**src/rtl/operand_fetch.sv**
```systemverilog
// operand_fetch: operand-fetch stage of the SIMPLE datapath.
// Holds the 8x16 register file and a per-register pending scoreboard,
// decodes instruction words into AR/BR/IR/store-data and stalls issue on
// RAW/WAW hazards against results not yet written back.
// Optional feature: define OPERAND_BYPASS_EN to forward writeback data
// into the operand read and release hazards in the writeback cycle.
module operand_fetch #(
   parameter int WIDTH = 16
) (
   input  logic             clk,
   input  logic             rst_n,
   input  logic             in_valid,
   output logic             in_ready,
   input  logic [WIDTH-1:0] in_ir,
   output logic             out_valid,
   input  logic             out_ready,
   output logic [WIDTH-1:0] ar,
   output logic [WIDTH-1:0] br,
   output logic [WIDTH-1:0] ir_out,
   output logic [WIDTH-1:0] st_data,
   input  logic             wb_en,
   input  logic [2:0]       wb_addr,
   input  logic [WIDTH-1:0] wb_data
);

   localparam logic [3:0] OP_CMP = 4'b0101;

   logic [WIDTH-1:0] rf [8];
   logic [7:0]       pend;
   logic [7:0]       pend_next;
   logic [7:0]       busy;
   logic [7:0]       src_mask;
   logic [7:0]       dst_mask;
   logic [1:0]       cls;
   logic [2:0]       ra;
   logic [2:0]       rb;
   logic [3:0]       op;
   logic [WIDTH-1:0] imm;
   logic [WIDTH-1:0] rd_a;
   logic [WIDTH-1:0] rd_b;
   logic [WIDTH-1:0] nxt_ar;
   logic [WIDTH-1:0] nxt_br;
   logic [WIDTH-1:0] nxt_st;
   logic             hazard;
   logic             accept;

   assign cls = in_ir[15:14];
   assign ra  = in_ir[13:11];
   assign rb  = in_ir[10:8];
   assign op  = in_ir[7:4];
   assign imm = {{(WIDTH-8){in_ir[7]}}, in_ir[7:0]};

   // Register reads and the effective busy set, with optional writeback forwarding
   always_comb begin
`ifdef OPERAND_BYPASS_EN
      rd_a = (wb_en && (wb_addr == ra) && pend[ra]) ? wb_data : rf[ra];
      rd_b = (wb_en && (wb_addr == rb) && pend[rb]) ? wb_data : rf[rb];
      busy = pend;
      if (wb_en) begin
         busy[wb_addr] = 1'b0;
      end
`else
      rd_a = rf[ra];
      rd_b = rf[rb];
      busy = pend;
`endif
   end

   // Decode class into source/destination masks and the next operand values
   always_comb begin
      src_mask = '0;
      dst_mask = '0;
      nxt_ar   = '0;
      nxt_br   = imm;
      nxt_st   = '0;
      unique case (cls)
         2'b11: begin
            src_mask = (8'b1 << ra) | (8'b1 << rb);
            if (op != OP_CMP) begin
               dst_mask = 8'b1 << rb;
            end
            nxt_ar = rd_a;
            nxt_br = rd_b;
         end
         2'b00: begin
            src_mask = 8'b1 << rb;
            dst_mask = 8'b1 << ra;
            nxt_ar   = rd_b;
         end
         2'b01: begin
            src_mask = (8'b1 << ra) | (8'b1 << rb);
            nxt_ar   = rd_b;
            nxt_st   = rd_a;
         end
         default: begin
            if (ra == 3'b000) begin
               dst_mask = 8'b1 << rb;
            end
         end
      endcase
   end

   assign hazard   = (|(src_mask & busy)) | (|(dst_mask & busy));
   assign in_ready = (!out_valid || out_ready) && !hazard;
   assign accept   = in_valid && in_ready;

   // Scoreboard update: writeback clears first, so a same-cycle issue set wins
   always_comb begin
      pend_next = pend;
      if (wb_en) begin
         pend_next[wb_addr] = 1'b0;
      end
      if (accept) begin
         pend_next = pend_next | dst_mask;
      end
   end

   // Scoreboard and issue registers; reset drops any unconsumed instruction
   always_ff @(posedge clk or negedge rst_n) begin
      if (!rst_n) begin
         pend      <= '0;
         out_valid <= 1'b0;
         ar        <= '0;
         br        <= '0;
         ir_out    <= '0;
         st_data   <= '0;
      end else begin
         pend <= pend_next;
         if (accept) begin
            out_valid <= 1'b1;
            ar        <= nxt_ar;
            br        <= nxt_br;
            ir_out    <= in_ir;
            st_data   <= nxt_st;
         end else if (out_ready) begin
            out_valid <= 1'b0;
         end
      end
   end

   // Register file write port driven by the writeback stage
   always_ff @(posedge clk or negedge rst_n) begin
      if (!rst_n) begin
         for (int i = 0; i < 8; i++) begin
            rf[i] <= '0;
         end
      end else if (wb_en) begin
         rf[wb_addr] <= wb_data;
      end
   end

endmodule
```
**config.mk**
```make
export PLATFORM = sky130hd
export DESIGN_NAME = operand_fetch
export DESIGN_NICKNAME = d
export VERILOG_FILES = /design/src/rtl/operand_fetch.sv
export SDC_FILE = /design/constraint.sdc
export NUM_CORES = 1
export LEC_CHECK = 0
export CORE_MARGIN = 2
export CORE_UTILIZATION = 45
export DETAILED_ROUTE_END_ITERATION = 10
export PLACE_DENSITY = 0.71
export SYNTH_ARGS = -nofsm -noshare
export SYNTH_HDL_FRONTEND = slang
export SYNTH_SLANG_ARGS = --single-unit
```
**constraint.sdc**
```tcl
create_clock -name clk -period 2.3 [get_ports clk]
set_input_delay 0.345 -clock clk [delete_from_list [all_inputs] [get_ports clk]]
set_output_delay 0.345 -clock clk [all_outputs]
set_load 0.005 [all_outputs]
```
### Word-level counts from Yosys, hierarchy flattened

Index checks and enable logic that the tools add are counted.
W data, S select, Z words.

| storage, ports and cells | value |
|---|---|
| register bits after elaboration | 201 |
| bits of input ports | 40 |
| output and inout port bits | 66 |
| word-level logic and storage cells | 71 |

| cells by class | value |
|---|---|
| magnitude comparators | 6 |
| eq/ne operators | 3 |
| shift operators | 2 |
| multiplexer cells | 22 |
| bitwise gates (word level) | 10 |
| reductions and logical operators | 14 |

Operators by type and width:

| operator | count |
|---|---|
| $bwmux W128 | 1 |
| $mux W16 | 7 |
| $bmux W16 S3 | 2 |
| $demux W16 S3 | 1 |
| $mux W8 | 4 |
| $pmux W16 S2 | 1 |
| $and A8 B8 Y8 | 3 |
| $pmux W8 S3 | 1 |
| $or A8 B8 Y8 | 2 |
| $pmux W8 S2 | 1 |
| $reduce_or A8 Y1 | 2 |
| $shl A1 B3 Y8 const A | 2 |
| $ge A4 B4 Y1 const B | 3 |
| $not A3 Y4 | 3 |
| $not A8 Y8 | 1 |
| $logic_and A1 B1 Y1 | 4 |
| $lt A3 B4 Y1 const B | 1 |
| $lt A4 B1 Y1 const B | 1 |
| $ne A4 B3 Y1 const B | 1 |
| $reduce_or A2 Y1 | 2 |
| $demux W1 S3 | 1 |
| $ge A3 B1 Y1 const B | 1 |
| $logic_not A3 Y1 | 1 |
| $mux W1 | 3 |
| 7 further kinds | 8 |

### Logic depth before layout (Yosys ltp)

| logic depth | value |
|---|---|
| depth in word-level cells | 10 |
| depth in mapped cells | 10 |
| mapped depth without buffers | 6 |

### Worst setup path before layout

Ideal clock, no wire load.

| timing path | value |
|---|---|
| kind | input -> register |
| start | in in_ir[11] |
| end | reg ar[0] |
| data arrival time | 2.328 ns |
| setup slack | -0.153 ns |
| cell stages on the path | 9 |
| buffers on the path | 3 |
| cell sequence | buf_6 -> nor2b_1 -> a22o_1 -> a221oi_2 -> nand4b_1 -> or4b_1 -> buf_4 -> buf_6 -> mux2_4 |

| between the ends | value |
|---|---|
| cells in the longest elaborated chain, start to end | 9 |
| elaborated cells on any way between the ends | 19 |
| classes of those cells | shift (1); mux (7); bitwise (5); reduce/logical (6) |

Ends and longest elaborated chain:

| item | line | RTL |
|---|---|---|
| start, declared | 14 | `input logic [WIDTH-1:0] in_ir,` |
| $logic_not A3 Y1 / $shl A1 B3 Y8 (equally long branches) | -- |  |
| $mux W8 / $or A8 B8 Y8 (equally long branches) | 96, 78, 91 |  |
| $pmux W8 S3 / $pmux W8 S2 (equally long branches) | 76 | `unique case (cls)` |
| $and A8 B8 Y8 | 103 | `assign hazard = (\|(src_mask & busy)) \| (\|(dst_mask & busy));` |
| $reduce_or A8 Y1 | 103 |  |
| $or A1 B1 Y1 | 103 |  |
| $logic_not A1 Y1 | 104 | `assign in_ready = (!out_valid \|\| out_ready) && !hazard;` |
| $logic_and A1 B1 Y1 | 104 |  |
| $logic_and A1 B1 Y1 | 105 | `assign accept = in_valid && in_ready;` |
| end signal, assigned | 131 | `ar <= nxt_ar;` |
| end, declared | 17 | `output logic [WIDTH-1:0] ar,` |

Several ways; a longest one is shown, not always the timed one. The select of a mux whose other input is x is not followed.
A chain may end at the register's enable or synchronous reset.

### Worst setup path after layout

| timing path | value |
|---|---|
| start | reg pend[4] (netlist: busy[4]) |
| end | reg ar[1] |

| between the ends | value |
|---|---|
| cells in the longest elaborated chain, start to end | 6 |
| elaborated cells on any way between the ends | 8 |
| classes of those cells | bitwise (3); reduce/logical (5) |

Ends and longest elaborated chain:

| item | line | RTL |
|---|---|---|
| start, declared | 29 | `logic [7:0] pend;` |
| start signal, assigned | 128 | `pend <= pend_next;` |
| $and A8 B8 Y8 | 103 |  |
| $reduce_or A8 Y1 | 103 |  |
| $or A1 B1 Y1 (*) | 103 |  |
| $logic_not A1 Y1 (*) | 104 |  |
| $logic_and A1 B1 Y1 (*) | 104 |  |
| $logic_and A1 B1 Y1 (*) | 105 |  |

Every way passes the cells marked *; elsewhere a longest branch is shown, timed or not.

==> summary.txt <==
Final layout
  • Antenna Cells: 0
  • FF+latch area: between 5000 and 6000 um2
  • Layout Cells excl Fill: 1243
  • Footprint of the multi-input gates: about 5300 um2
  • # fillers: around 1700
  • Area Overhead vs Synth: 31.8%
  • Layout Nets: approximately 960
  • Layout cells sized above 1: 0.489

Hold path
  • Hold Path Class: in2reg
  • Hold Crit Depth: 3

Placed design
  • Port buffer count: roughly 110
  • Setup Slack @ Placement: -0.922 ns
  • Final GP Congestion: 0.875
  • Hpwl dp: around 19000 um
  • Dpl cells: around 1200

CTS
  • Cts bufs inserted: 22
  • H-tree depth: 1
  • Root Driver: clkbuf_16
  • Worst-Skew Late Latency: just over 0.5 ns
  • CTS sink count: 201
  • CTS clk-pin slew, worst paths: roughly 0.060 ns
  • CTS tree: done
  • CTS Buffer Depth: 3

Synth
  • Post-synthesis average cell area: 14.8 um2
  • Cell variety after synth: about 50
  • Leading area contributor after synthesis: dfrtp_1
  • Seq/Total Area, Yosys: 0.480
  • Synth Register Bits: 201
  • Asr flop ratio synth: 1.00
  • Synth warn: 0
  • Mapped Area: 10500 um2
  • Mapped Cells: a little over 700
  • Synth area leaders: dfrtp_1, mux2_2, mux4_2
  • Synth top area share: 0.480
  • Net Count, Synth: between 700 and 800
  • Count leader, synth: dfrtp_1
  • Post-synth top cells: dfrtp_1, mux2_2, mux2_4, mux4_2, mux2i_1
  • Main synth FF type: dfrtp_1
  • Post-synth EDFFs: 0

Floorplan
  • Die X: ~160 um
  • I/O pin cnt: 106
  • Die height: between 150 and 200 um
  • Die area: approximately 25000 um2
  • CORE AREA: between 20000 and 25000 um2
  • # rows: 55
  • Initial core utilization: 0.460

Global routing
  • Tot GR Track Use: 0.231
  • Largest net degree at the start of global routing: 68
  • First-pass GRT wire length: about 44000 um
  • Initial antenna violation count: 0
  • Gr ovfl total: 0
  • Vias in the first global route: around 7700

STA
  • Worst-margin pin slew: about 0.57 ns
  • RSZ-0062 raised after global routing: true
  • Max_slew headroom: 0.622
  • Post-route setup TNS: -25.16 ns
  • Hold Violations, Final: 0
  • FMAX: approximately 370 MHz
  • Pins over their slew limit: 0
  • Setup slack after layout: -0.398 ns
  • Worst Skew: roughly 0.020 ns
  • Part of the cycle the worst path needs: 1.17
  • Final min period: ~2.7 ns
  • Final setup viols: 71

Route
  • Routed Antenna Nets: 0
  • Final WL: 28700 um
  • Vias per cell: 5.81
  • Drt wl/cell: 23.1 um
  • Drt drc: 0
  • DRT iter0 DRCs: roughly 490
  • Router iterations before antenna repair: 5
  • Vias: between 7000 and 8000

Run status
  • Status: complete, but fails checks
  • Failing checks: setup timing

Worst setup path
  • CP max FO: 6
  • Worst Path Arrival: between 3 and 4 ns
  • Critical Path End Type: flop
  • R2r worst-path depth: 10
  • Crit path kind: reg2reg
  • Startpoint types: flop
  • Worst EP required: between 2 and 3 ns

Pwr
  • Peak supply drop: around 0.54 mV
  • Pwr Total: 13.1 mW
  • P_leak: 6.09 nW
  • Power Dens Cells: 952 nW/um2

Run
  • Maxcap violations: 0
==> logic make-up after synthesis <==
kind of cell | Yosys count | synth area share
AOI/OAI and AO/OA | 67 | 0.0423
buffers and inverters | 59 | 0.0290
DFF | 201 | 0.480
muxes | 292 | 0.402
and+or+nand+nor | 87 | 0.0471
==> critical path, cell delays in order, from the launching register on <==
cell,delay (ns)
dfrtp_1,0.41
buf_6,0.13
mux2_4,0.26
nand4_1,0.08
a31oi_1,0.09
a211o_1,0.26
buf_6,0.13
or4b_4,0.57
buf_8,0.17
clkbuf_16,0.16
mux2_4,0.30
==> metrics by stage <==
| stage | hold WS (ns) | utilization | cell area (um2) |
|---|---|---|---|
| 2_1_floorplan | 0.0494 | - | 10500 |
| 3_3_place_gp | 0.385 | 0.556 | 12700 |
| 3_5_place_dp | 0.392 | 0.556 | 12700 |
| 4_1_cts | 0.332 | 0.591 | 13500 |
| 5_1_grt | 0.264 | 0.606 | 13800 |
| 6_report | 0.244 | 0.606 | 13800 |
==> flip-flops by register name (all words and copies together), names as in the netlist <==
register   count
ar            16
out_valid      1
rf           128
busy           8
br            16
ir_out        16
st_data       16
==> report_power, final <==
group | switching (mW) | internal, mW
logic | 1.52 | 3.05
registers | 0.742 | 4.55
clock network | 1.37 | 1.91
total | 3.63 | 9.51
==> cell type report <==
| type | count | share of cell area |
|---|---|---|
| well taps | 313 | 0.0284 |
| clock inverters | 4 | 0.00172 |
| flip-flops and latches | 201 | 0.364 |
| repair buffers | 240 | 0.173 |
| multi-input cells | 447 | 0.385 |
| inverters | 6 | 0.00163 |
| clock buffers | 32 | 0.0463 |
==> cell usage in the layout, fill, tap and decap left out, types with 4 or more instances in the layout <==
cell type and count:
dfrtp_1 201, mux2_2 128, buf_4 100, clkdlybuf4s50_1 93
mux2_4 66, mux4_2 64, mux2i_1 34, clkbuf_16 28
nor2_1 22, o22ai_1 18, nand2_1 15, buf_12 15
buf_6 13, a21oi_1 12, o21ai_0 8, nor2b_1 6
clkbuf_1 6, inv_1 5, nand4b_1 5, nand2b_1 4
nand3_1 4, clkbuf_8 4, buf_2 4
==> per-layer routing <==
metal	up-vias	part of all wire	track usage
met3	34	0.051	0.0341
li1	3139	-	-
met2	256	0.50	0.390
met4	0	0.016	0.0520
met5	-	0	0
met1	3792	0.43	0.320
==> worst paths after layout <==
| check | slack, ns | endpoint | startpoint |
|---|---|---|---|
| worst min register to register | 0.51 | ar[7] | ar[7] |
| max in group asynchronous | 1.21 | rf[85] | rst_n |
| min in group asynchronous | 0.42 | rf[2] | rst_n |
| worst max register to register | -0.40 | ar[1] | busy[4] |
| worst min-delay path | 0.24 | ir_out[5] | in_ir[5] |
| worst max-delay path | -0.40 | ar[1] | busy[4] |
==> repair_timing <==
action,CTS,global route
hold buffers,1,0
setup buffers,3,11
pin swaps,5,16
endpoints found under the setup margin,71,74
resized for setup,30,24
gates cloned,1,8
hold endpoints to repair,63,0
(Power assumes the default switching activity.)
